<file path="config.mk">
export PLATFORM = sky130hd
export DESIGN_NAME = register_file
export DESIGN_NICKNAME = d
export VERILOG_FILES = /design/src/rtl/register_file_pkg.sv /design/src/rtl/register_file_read_port.sv /design/src/rtl/register_file.sv
export SDC_FILE = /design/constraint.sdc
export NUM_CORES = 2
export LEC_CHECK = 0
export CORE_MARGIN = 1
export CORE_UTILIZATION = 40
export CTS_CLUSTER_DIAMETER = 30
export DETAILED_ROUTE_END_ITERATION = 6
export PLACE_DENSITY = 0.65
export SLEW_MARGIN = 20
export SYNTH_ARGS = -nofsm -noshare
export SYNTH_HDL_FRONTEND = slang
export SYNTH_SLANG_ARGS = --single-unit
</file>
<file path="constraint.sdc">
create_clock -name clk -period 2.5 [get_ports clk]
set_clock_uncertainty 0.05 [all_clocks]
set_input_delay 0.25 -clock clk [delete_from_list [all_inputs] [get_ports clk]]
set_output_delay 0.25 -clock clk [all_outputs]
set_load 0.02 [all_outputs]
</file>
<file path="src/rtl/register_file_pkg.sv">
// ============================================================================
// Module : register_file_pkg
// Brief  : Shared MIPS register-file widths, well-known register indices and
//          the saturating write-counter helper.
// Rev    : 1.0
// ============================================================================
`default_nettype none

package register_file_pkg;
  localparam int DATA_W_DEFAULT = 32;
  localparam int ADDR_W_DEFAULT = 5;
  localparam int CNT_W          = 16;

  localparam logic [4:0] REG_ZERO = 5'd0;
  localparam logic [4:0] REG_RA   = 5'd31;

  function automatic logic [CNT_W-1:0] sat_inc(input logic [CNT_W-1:0] v);
    return (v == {CNT_W{1'b1}}) ? v : v + 1'b1;
  endfunction
endpackage

`default_nettype wire

</file>
<file path="src/rtl/register_file_read_port.sv">
// ============================================================================
// Module : register_file_read_port
// Brief  : One combinational read port; $zero forced to 0, optional bypass of
//          the data currently being written.
// Rev    : 1.0
// ============================================================================
`default_nettype none

module register_file_read_port
  import register_file_pkg::*;
#(
  parameter int DATA_W = DATA_W_DEFAULT,
  parameter int ADDR_W = ADDR_W_DEFAULT
) (
  input  logic [ADDR_W-1:0]                   i_addr,
  input  logic [(2**ADDR_W)-1:0][DATA_W-1:0]  i_regs,
  input  logic                                i_byp_en,
  input  logic [ADDR_W-1:0]                   i_byp_addr,
  input  logic [DATA_W-1:0]                   i_byp_data,
  output logic [DATA_W-1:0]                   o_data
);

  always_comb begin
    o_data = i_regs[i_addr];
    if (i_addr == ADDR_W'(REG_ZERO)) begin
      o_data = '0;
    end else if (i_byp_en && (i_byp_addr == i_addr)) begin
      o_data = i_byp_data;
    end
  end

endmodule

`default_nettype wire

</file>
<file path="src/rtl/register_file.sv">
// ============================================================================
// Module : register_file
// Brief  : MIPS 2**ADDR_W x DATA_W register file, two read ports, one write
//          port, debug read port and a saturating committed-write counter.
// Rev    : 1.0
// ============================================================================
`default_nettype none

module register_file
  import register_file_pkg::*;
#(
  parameter int                 DATA_W    = DATA_W_DEFAULT,
  parameter int                 ADDR_W    = ADDR_W_DEFAULT,
  parameter int                 BYPASS    = 1,
  parameter logic [DATA_W-1:0]  RESET_VAL = '0
) (
  input  logic               clk,
  input  logic               rst_n,
  input  logic               RegWrite,
  input  logic [ADDR_W-1:0]  WriteRegister,
  input  logic [DATA_W-1:0]  WriteData,
  input  logic [ADDR_W-1:0]  ReadRegister1,
  input  logic [ADDR_W-1:0]  ReadRegister2,
  output logic [DATA_W-1:0]  ReadData1,
  output logic [DATA_W-1:0]  ReadData2,
  input  logic [ADDR_W-1:0]  DebugAddr,
  output logic [DATA_W-1:0]  DebugData,
  output logic [CNT_W-1:0]   WriteCount
);

  localparam int DEPTH = 2**ADDR_W;

  logic [DEPTH-1:0][DATA_W-1:0] r_regs;
  logic [CNT_W-1:0]             r_count;
  logic                         w_we;
  logic                         w_byp_en;

  // Case equality keeps an X/Z enable from ever committing a write.
  assign w_we     = (RegWrite === 1'b1) && (WriteRegister != ADDR_W'(REG_ZERO));
  assign w_byp_en = (BYPASS != 0) && w_we;

  always_ff @(posedge clk or negedge rst_n) begin
    if (!rst_n) begin
      for (int i = 0; i < DEPTH; i++) begin
        r_regs[i] <= RESET_VAL;
      end
      r_count <= '0;
    end else if (w_we) begin
      r_regs[WriteRegister] <= WriteData;
      r_count               <= sat_inc(r_count);
    end
  end

  assign WriteCount = r_count;

  register_file_read_port #(.DATA_W(DATA_W), .ADDR_W(ADDR_W)) u_rd1 (
    .i_addr     (ReadRegister1),
    .i_regs     (r_regs),
    .i_byp_en   (w_byp_en),
    .i_byp_addr (WriteRegister),
    .i_byp_data (WriteData),
    .o_data     (ReadData1)
  );

  register_file_read_port #(.DATA_W(DATA_W), .ADDR_W(ADDR_W)) u_rd2 (
    .i_addr     (ReadRegister2),
    .i_regs     (r_regs),
    .i_byp_en   (w_byp_en),
    .i_byp_addr (WriteRegister),
    .i_byp_data (WriteData),
    .o_data     (ReadData2)
  );

  register_file_read_port #(.DATA_W(DATA_W), .ADDR_W(ADDR_W)) u_dbg (
    .i_addr     (DebugAddr),
    .i_regs     (r_regs),
    .i_byp_en   (1'b0),
    .i_byp_addr (WriteRegister),
    .i_byp_data (WriteData),
    .o_data     (DebugData)
  );

endmodule

`default_nettype wire

</file>
-- Word-level counts from Yosys, hierarchy flattened
Index checks and enable logic that the tools add are counted.
- multiplexer cells: 14
- add/sub/neg operators: 1
- bitwise gates (word level): 1
- reductions and logical operators: 9
- equal/unequal tests: 4
- order comparisons: 5
- operators with widths (cell ; count):
    1024-bit bitwise mux ; 1
    32-bit binary-select mux with 5-bit select ; 3
    32-bit 2-to-1 mux ; 9
    32-bit demux with 5-bit select ; 1
    5-bit by 6-bit less-than comparator with 1-bit output, second input constant ; 4
    16-bit by 1-bit adder with 16-bit output, second input constant ; 1
    16-bit equality test, second input constant ; 1
    5-bit logical NOT ; 3
    5-bit equality test ; 2
    5-bit by 1-bit >= comparator with 1-bit output, second input constant ; 1
    5-bit nonzero test ; 1
    1-bit logical AND ; 4
    2-bit AND reduction ; 1
    1-bit case equality test, second input constant ; 1
    1-bit inverter ; 1
- bits of input ports: 55
- word-level logic and storage cells: 67
- output and inout bits: 112
- flip-flop bits (word level): 1040

-- Logic depth before layout (Yosys ltp)
- depth in word-level cells: 5
- gate-level depth with buffers: 11
- mapped depth without buffers: 7

-- Cells and area by module
From an unflattened synthesis, not the netlist that was laid out.
- cells, all modules: 4932
- area, all modules: 66946.7 sq um
- by module, submodules not included (module ; area each (sq um) ; cells an instance ; times used ; seq. area each (sq um)):
    register_file ; 39676.8 ; 2376 ; 1 ; 26025.0
    register_file_read_port ; 9090.0 ; 852 ; 3 ; 0.0

-- Worst setup path before layout
Ideal clock, no wire load.
- path kind: in2out
- start point: input DebugAddr[0]
- end point: output DebugData[13]
- data required time: 2200 ps
- slack: -8 ps
- path buffers: 3
- arrival time: 2208 ps
- stages on the path: 7
- cell sequence: clkbuf_1 buf_2 buf_2 mux4_2 mux4_2 mux2i_1 nor2_1
- word-level cells in the longest chain between the ends: 3
- elaborated cells between the ends (all ways): 4
- those cells by class: 3 x mux; 1 x reduce/logical
- ends and longest elaborated chain (element ; RTL line ; RTL):
    start, declared ; register_file.sv:26 ; input logic [ADDR_W-1:0] DebugAddr,
    32-bit binary-select mux with 5-bit select ; register_file_read_port.sv:24 ; o_data = i_regs[i_addr];
    32-bit 2-to-1 mux (implied by the code) ; register_file_read_port.sv:24 ;
    32-bit 2-to-1 mux * ; register_file_read_port.sv:25 ; if (i_addr == ADDR_W'(REG_ZERO)) begin
    end, declared ; register_file.sv:27 ; output logic [DATA_W-1:0] DebugData,
Every way passes the cells marked *; elsewhere a longest branch is shown, timed or not. The select of a mux whose other input is x is not followed.

-- Worst setup path in the final report
- start point: register r_regs[882] in the netlist's numbering
- end point: output ReadData1[18]
- word-level cells in the longest chain between the ends: 4
- ends and longest elaborated chain (element ; RTL line ; RTL):
    start, declared ; register_file.sv:33 ; logic [DEPTH-1:0][DATA_W-1:0] r_regs;
    start signal, assigned by index ; register_file.sv:49 ; r_regs[WriteRegister] <= WriteData;
    32-bit binary-select mux with 5-bit select ; register_file_read_port.sv:24 ;
    32-bit 2-to-1 mux (implied by the code) ; register_file_read_port.sv:24 ;
    32-bit 2-to-1 mux ; register_file_read_port.sv:27 ; end else if (i_byp_en && (i_byp_addr == i_addr)) begin
    32-bit 2-to-1 mux ; register_file_read_port.sv:25 ;
    end, declared ; register_file.sv:24 ; output logic [DATA_W-1:0] ReadData1,
No other way between the ends. The select of a mux whose other input is x is not followed.

==> flow_metrics.py <==
metrics = {
    "global_route": {
        "top_usage_layer": "met2",
        "gr-total-overflow": 0,
        "grt_pass1_vias": 48778,
        "grt_usage_pct": 29.5,
        "grt_pass1_wl_um": 346000,
        "grt_max_degree": 88,
        "met2_usage_pct": 44.2,
        "grtUsageMet3_pct": 8.08,
        "grt_util_met1_pct": 39.8,
        "antenna_found_initial": 4,
    },
    "yosys": {
        "syn_inst": 4096,
        "yosysTopAreaCell": "dfrtp_1",
        "avgSynthCellArea_um2": 15.6,
        "seq_area_frac_synth_pct": 40.8,
        "synth-main-ff-cell": "dfrtp_1",
        "synth_top_area_share_pct": 40.8,
        "synth-async-reset-ratio_pct": 100,
        "mappedNetlistArea_um2": 63800,
        "ys_types": 51,
        "synth_seq_cells": 1040,
        "synth_area_leaders": "dfrtp_1 (41%), mux4_2 (30%), mux2_2 (18%)",
        "yosys_warnings": 0,
        "synth_edf_count": 0,
        "syn_nets": 4152,
    },
    "routing": {
        "drt-initial-drc-count": 4592,
        "totalWireLength_um": 237000,
        "via_per_inst": 6.35,
        "postRouteAntennaNets": 0,
        "vias": 46976,
        "drc": 0,
        "wl_per_cell_um": 32.0,
        "firstDrtPassIters": 7,
    },
    "pwr": {
        "vdd_drop_max_v": 0.000714,
        "p_per_area_nw_per_um2": 856,
        "total_leakage_power_uw": 0.0377,
        "finalPower_uw": 74600,
    },
    "timing": {
        "fin_crit_sh_pct": 128,
        "rsz0062_at_grt": "yes",
        "setup_tns_ps": -51880,
        "slew_viol_final": 0,
        "tightest_slew_ps": 1170,
        "clock.fmax_mhz": 312,
        "setup_violations": 96,
        "max_slew_margin_pct": 21.8,
        "final_hold_viol_count": 0,
        "layout_setup_ws_ps": -700,
        "holdWs_ps": 71.7,
        "period_minus_slack_ps": 3200,
    },
    "hold_path": {
        "hold_class": "input pin to asynchronous set/reset pin",
    },
    "cells_and_area": {
        "drive_above_1_share_pct": 70.4,
        "final_nets": 5173,
        "syn_to_final_growth_pct": 36.7,
        "design_area_um2": 87100,
    },
    "floorplan": {
        "fp.dieW_um": 401,
        "die_y_um": 401,
        "start_util_pct": 40.3,
        "die-area_um2": 161000,
        "core.rowCount": 146,
        "core-area_um2": 158000,
        "ioPinCount": 167,
    },
    "critical_path": {
        "cp_slowest_cell": "mux4_2",
        "arrival_ps": 2900,
        "end_kind": "output port",
        "reg2reg_setup_slack_ps": 560,
        "cp_max_fo": 2,
        "critPathKind": "flip-flop to output port",
        "startpoint_type": "flip-flop",
        "crit_chain": "buf_4 > mux4_2 > mux4_2 > nor2b_4 > o31ai_2 > buf_4",
        "required_ps": 2200,
        "max_stage_delay_ps": 520,
    },
    "clock_network": {
        "clkSinkCount": 1040,
        "htree_levels": 4,
        "cts_tree": "built",
        "clk_latency_ps": 820,
        "clk_pin_slew_worst_paths_ps": 50,
        "cts_root_buf": "clkbuf_16",
        "max-clock-path-buffers": 3,
        "cts_buffers": 232,
    },
    "placement": {
        "hpwl_um": 157000,
        "place_area_um2": 76800,
        "gp_congestion": 0.900,
        "numPortBuffers": 166,
    },
    "run_status": {
        "violations": "negative setup slack",
        "status": "complete, but fails checks",
    },
    "run": {
        "maxCapViolations": 0,
    },
}
layout by cell type (no fill, tap or decap), types with 14 or more instances in the layout:
cell type | netlist | routed
a221oi_1 | 28 | 16
nor2b_1 | 47 | 31
buf_2 | 102 | 21
clkbuf_8 | 0 | 31
clkinv_2 | 0 | 54
nor2_1 | 58 | 17
buf_12 | 0 | 227
nand2_1 | 108 | 87
a21oi_1 | 29 | 21
clkdlybuf4s50_1 | 0 | 51
nor2_4 | 0 | 33
a22oi_2 | 0 | 25
mux2i_2 | 0 | 15
mux4_2 | 860 | 860
clkinvlp_4 | 0 | 29
bufinv_16 | 0 | 37
o21ai_2 | 0 | 14
buf_4 | 19 | 810
dfrtp_1 | 1040 | 1040
a211oi_1 | 26 | 19
buf_6 | 18 | 160
nor2b_4 | 0 | 15
mux2_2 | 1017 | 1016
a22oi_1 | 47 | 22
clkbuf_16 | 0 | 233
clkbuf_1 | 283 | 25
nand2_4 | 0 | 15
mux2i_1 | 154 | 129
xnor2_1 | 17 | 17
flip-flops by register name (all words and copies together) (netlist names):
name	flops
r_regs	1024
WriteCount	16
critical path, delay by kind of cell, from the launching register on:
| family | cells | cell delay, ps |
|---|---|---|
| simple gates | 1 | 280 |
| flops | 1 | 380 |
| compound gates | 1 | 100 |
| mux | 2 | 990 |
| buf+inv | 2 | 310 |
synthesized netlist by cell type (11+ instances only):
master / count
dfrtp_1: 1040
mux2_2: 1017
mux4_2: 860
clkbuf_1: 283
mux2i_1: 154
nand2_1: 108
buf_2: 102
buf_1: 71
nor2_1: 58
a22oi_1: 47
nor2b_1: 47
a21oi_1: 29
a221oi_1: 28
a211oi_1: 26
buf_4: 19
o21ai_1: 19
buf_6: 18
xnor2_1: 17
nor3_1: 16
o22ai_1: 15
nand3_1: 13
o211ai_1: 13
o31ai_1: 13
o21ai_0: 11
stage by stage:
stage                     utilization (%)  setup slack, ps  std cells
after detailed placement             48.5            -1630       6888
after CTS                            54.5             -762       7371
after global routing                 55.0             -763       7400
final                                55.0             -700       7401
after global placement               48.5            -1640       6888
after floorplan                         -            -8.19       4096
power breakdown:
| part | leakage [uW] | switching [uW] | internal, uW |
|---|---|---|---|
| registers | 0.0133 | 2800 | 20100 |
| clock network | 0.00408 | 10700 | 21800 |
| logic | 0.0203 | 7450 | 11700 |
| total | 0.0377 | 21000 | 53600 |
per-layer routing:
metal | vias to the layer above | routed length [um]
met5 | - | 28
met4 | 4 | 12300
li1 | 18595 | -
met1 | 25168 | 93600
met3 | 601 | 23100
met2 | 2608 | 108000
what timing repair did:
action	4_1_cts	5_1_grt
pin swaps	82	72
setup endpoints to repair	96	96
endpoints found under the hold margin	767	0
gates resized for setup	656	128
buffers inserted	50	33
hold buffers	2	0
path summary, 6_finish.rpt:
| path | startpoint | end | cells after the start |
|---|---|---|---|
| setup / recovery | r_regs[882] | ReadData1[18] | 6 |
| hold / removal | rst_n | r_regs[439] | 3 |
| setup reg to reg | WriteCount[7] | WriteCount[10] | 7 |
| hold reg to reg | r_regs[21] | r_regs[21] | 0 |
| max in group asynchronous | rst_n | r_regs[230] | 4 |
| min in group clk | WriteData[1] | r_regs[609] | 2 |
layout make-up:
cell class	instances	area (um^2)
Antenna cell	1	2.50
Clock buffer	288	6340
Clock inverter	157	2090
Fill cell	12259	71200
Inverter	2	7.51
Multi-Input combinational cell	2560	36900
Sequential cell	1040	26000
Tap cell	2072	2590
Timing Repair Buffer	1281	13200
cells by family after synthesis:
logic type	synth area share, %
compound gates	2.47
xor+xnor	0.330
fa+ha+maj	0.0196
buf+inv	3.46
flops	40.8
simple gates	2.14
mux	50.8
No activity file was read; power rests on OpenSTA's default activity.
==> RTL edit (config.mk and constraints unchanged) <==
The parameter `BYPASS` goes from 1 to 0.
--- a/src/rtl/register_file.sv
+++ b/src/rtl/register_file.sv
@@ -11,7 +11,7 @@
 #(
   parameter int                 DATA_W    = DATA_W_DEFAULT,
   parameter int                 ADDR_W    = ADDR_W_DEFAULT,
-  parameter int                 BYPASS    = 1,
+  parameter int                 BYPASS    = 0,
   parameter logic [DATA_W-1:0]  RESET_VAL = '0
 ) (
   input  logic               clk,
Function: not settled (the Yosys comparison gave no result); the edit may change what the design does.
==> RTL edit against the unedited design <==
  * The flow finishes with violations (DRC, setup timing)
  * Critical endpoint is now DebugData[10]
  * Synthesized area down 0.35%
  * Routed wire length up 15%
  * First-iteration DRC count up 43%
  * Critical path depth unchanged
  * Total power up 5.3%
  * Critical path type unchanged
  * Sequential cell count unchanged
  * Global-route usage up 3.8 points
  * Design area up 3.5%
  * Worst setup slack better by 0.053 ns
  * Register-to-register slack better by 0.07 ns
==> RTL edit: results (changes against the unedited design) <==
timing.final.setup_violations: 96  # unchanged
max-slew-margin-rel_pct: 40.1  # was 21.8%
post-dp-hpwl_um: 183000  # was 157000 um
yosysSeqAreaShare_pct: 41.0  # was 40.8%
violations_in_the_final_reports: "DRC, setup timing"  # was setup timing
netlist_top_cells_count: "1047 x sky130_fd_sc_hd__mux2_2, 1040 x sky130_fd_sc_hd__dfrtp_1, 539 x sky130_fd_sc_hd__mux4_2"  # was 1040 x sky130_fd_sc_hd__dfrtp_1, 1017 x sky130_fd_sc_hd__mux2_2, 860 x sky130_fd_sc_hd__mux4_2
fillCellCount: 11900  # was 12300
starting_drc_count_in_detailed_routing: 6551  # was 4592
yosys.area_share.xor_xnor_pct: 0.179  # was 0.330%
post-place-cells: 7454  # was 6888
deepest_level_of_the_cts_h_tree: 5  # was 4
fin_nets: 5811  # was 5173
clock_path_buffers: 4  # was 3
irDropWorstVdd_v: 0.000706  # was 0.000714 V
final-instance-count-excl-fill: 8009  # was 7401
run_status: "complete, but fails checks"  # unchanged
via_per_inst: 6.62  # was 6.35
arrival_ns: 2.85  # was 2.90 ns
grt_max_degree: 77  # was 88
gr-usage-all-layers_pct: 33.3  # was 29.5%
post_route_cells_drive_above_1_share_pct: 63.8  # was 70.4%
yosys-mux-area-fraction_pct: 45.6  # was 50.8%
final.setup.tns_ns: -38.70  # was -51.88 ns
postLayoutSetupSlackWorst_ns: -0.647  # was -0.700 ns
largest_register_ffs: 1024  # unchanged
detail_route.first_pass.iterations: 7  # unchanged
gr-usage-met1_pct: 42.7  # was 39.8%
worst_r2r_startpoint: "WriteCount[0]"  # was WriteCount[7]
vias_in_the_first_global_route: 54800  # was 48800
clock_insertion_delay_worst_skew_ns: 0.88  # was 0.82 ns
antenna_found_initial: 8  # was 4
worst_setup_path_startpoint: "r_regs[1002]"  # was r_regs[882]
placer_s_final_routability_congestion_estimate: 0.963  # was 0.900
critical_path.top_delay_family: "multiplexers"  # unchanged
post_drt_wl_per_cell_um: 33.9  # was 32.0 um
post-route-drc-count: 1  # was 0
place_ws_ns: -1.28  # was -1.63 ns
cts_made_buffers: 274  # was 232
groute.layer.met2.usage_pct: 48.8  # was 44.2%
synthesis.instances: 4580  # was 4096
worst-r2r-cell-count: 6  # was 7
yosys.area_share.adder_pct: 0.0197  # was 0.0196%
power_leakage_nw: 39.7  # was 37.7 nW
grt_pass1_wl_um: 390000  # was 346000 um
crit_path_max_fo: 2  # unchanged
crit_path_top_delay_cell: "sky130_fd_sc_hd__mux4_2"  # unchanged
finalMaxSlewViolations: 0  # unchanged
synth-compound-area-share_pct: 6.67  # was 2.47%
placement.cell_area_um2: 76800  # about the same
synth_top_cells_by_area: "sky130_fd_sc_hd__dfrtp_1 41%, sky130_fd_sc_hd__mux4_2 19%, sky130_fd_sc_hd__mux2_2 19%"  # was sky130_fd_sc_hd__dfrtp_1 41%, sky130_fd_sc_hd__mux4_2 30%, sky130_fd_sc_hd__mux2_2 18%
grt.met3_usage_pct: 11.2  # was 8.08%
## RTL edit: cell count changes after synthesis, moves of 57 or more
cell	before	now
sky130_fd_sc_hd__a211oi_1	26	99
sky130_fd_sc_hd__a21oi_1	29	86
sky130_fd_sc_hd__a22oi_1	47	186
sky130_fd_sc_hd__mux2i_1	154	498
sky130_fd_sc_hd__mux4_2	860	539
sky130_fd_sc_hd__nand2_1	108	21
## RTL edit: worst paths after layout
kind                                  to  slack, ns
max                        DebugData[10]      -0.65
min                          r_regs[589]       0.11
max reg2reg                WriteCount[1]       0.63
min reg2reg                   r_regs[16]       0.38
max in group asynchronous    r_regs[596]       1.70
min in group clk           WriteCount[4]       0.26
## RTL edit: metal layers
metal / routed length [um] / up-vias / part of all wire (%)
met2: 119000 / 3854 / 44
met3: 32300 / 1097 / 12
met4: 18700 / 12 / 6.9
met1: 102000 / 27500 / 38
met5: 82 / - / 0.030
li1: - / 20500 / -
## RTL edit: final cells by class
cell class | count | area (um2) | area share, %
Clock inverter | 121 | 1540 | 1.70
Antenna cell | 6 | 15.0 | 0.0166
Tap cell | 2058 | 2570 | 2.86
Timing Repair Buffer | 1443 | 13900 | 15.4
Multi-Input combinational cell | 2991 | 38400 | 42.6
Clock buffer | 345 | 7640 | 8.47
Inverter | 5 | 18.8 | 0.0208
Sequential cell | 1040 | 26000 | 28.9
## RTL edit: power breakdown
group          switching (mW)  internal [mW]  total (mW)  leakage, nW
Combinational            8.75           11.4        20.2         22.0
Sequential               2.90           20.1        23.0         13.3
Clock                    10.8           24.5        35.3         4.42
## RTL edit: what timing repair did
item | in CTS | in global routing
pin swaps | 219 | 98
endpoints found under the setup margin | 96 | 96
gates resized for setup | 853 | 127
buffers inserted | 137 | 36
hold endpoints to repair | 862 | 0
hold buffers | 2 | 0
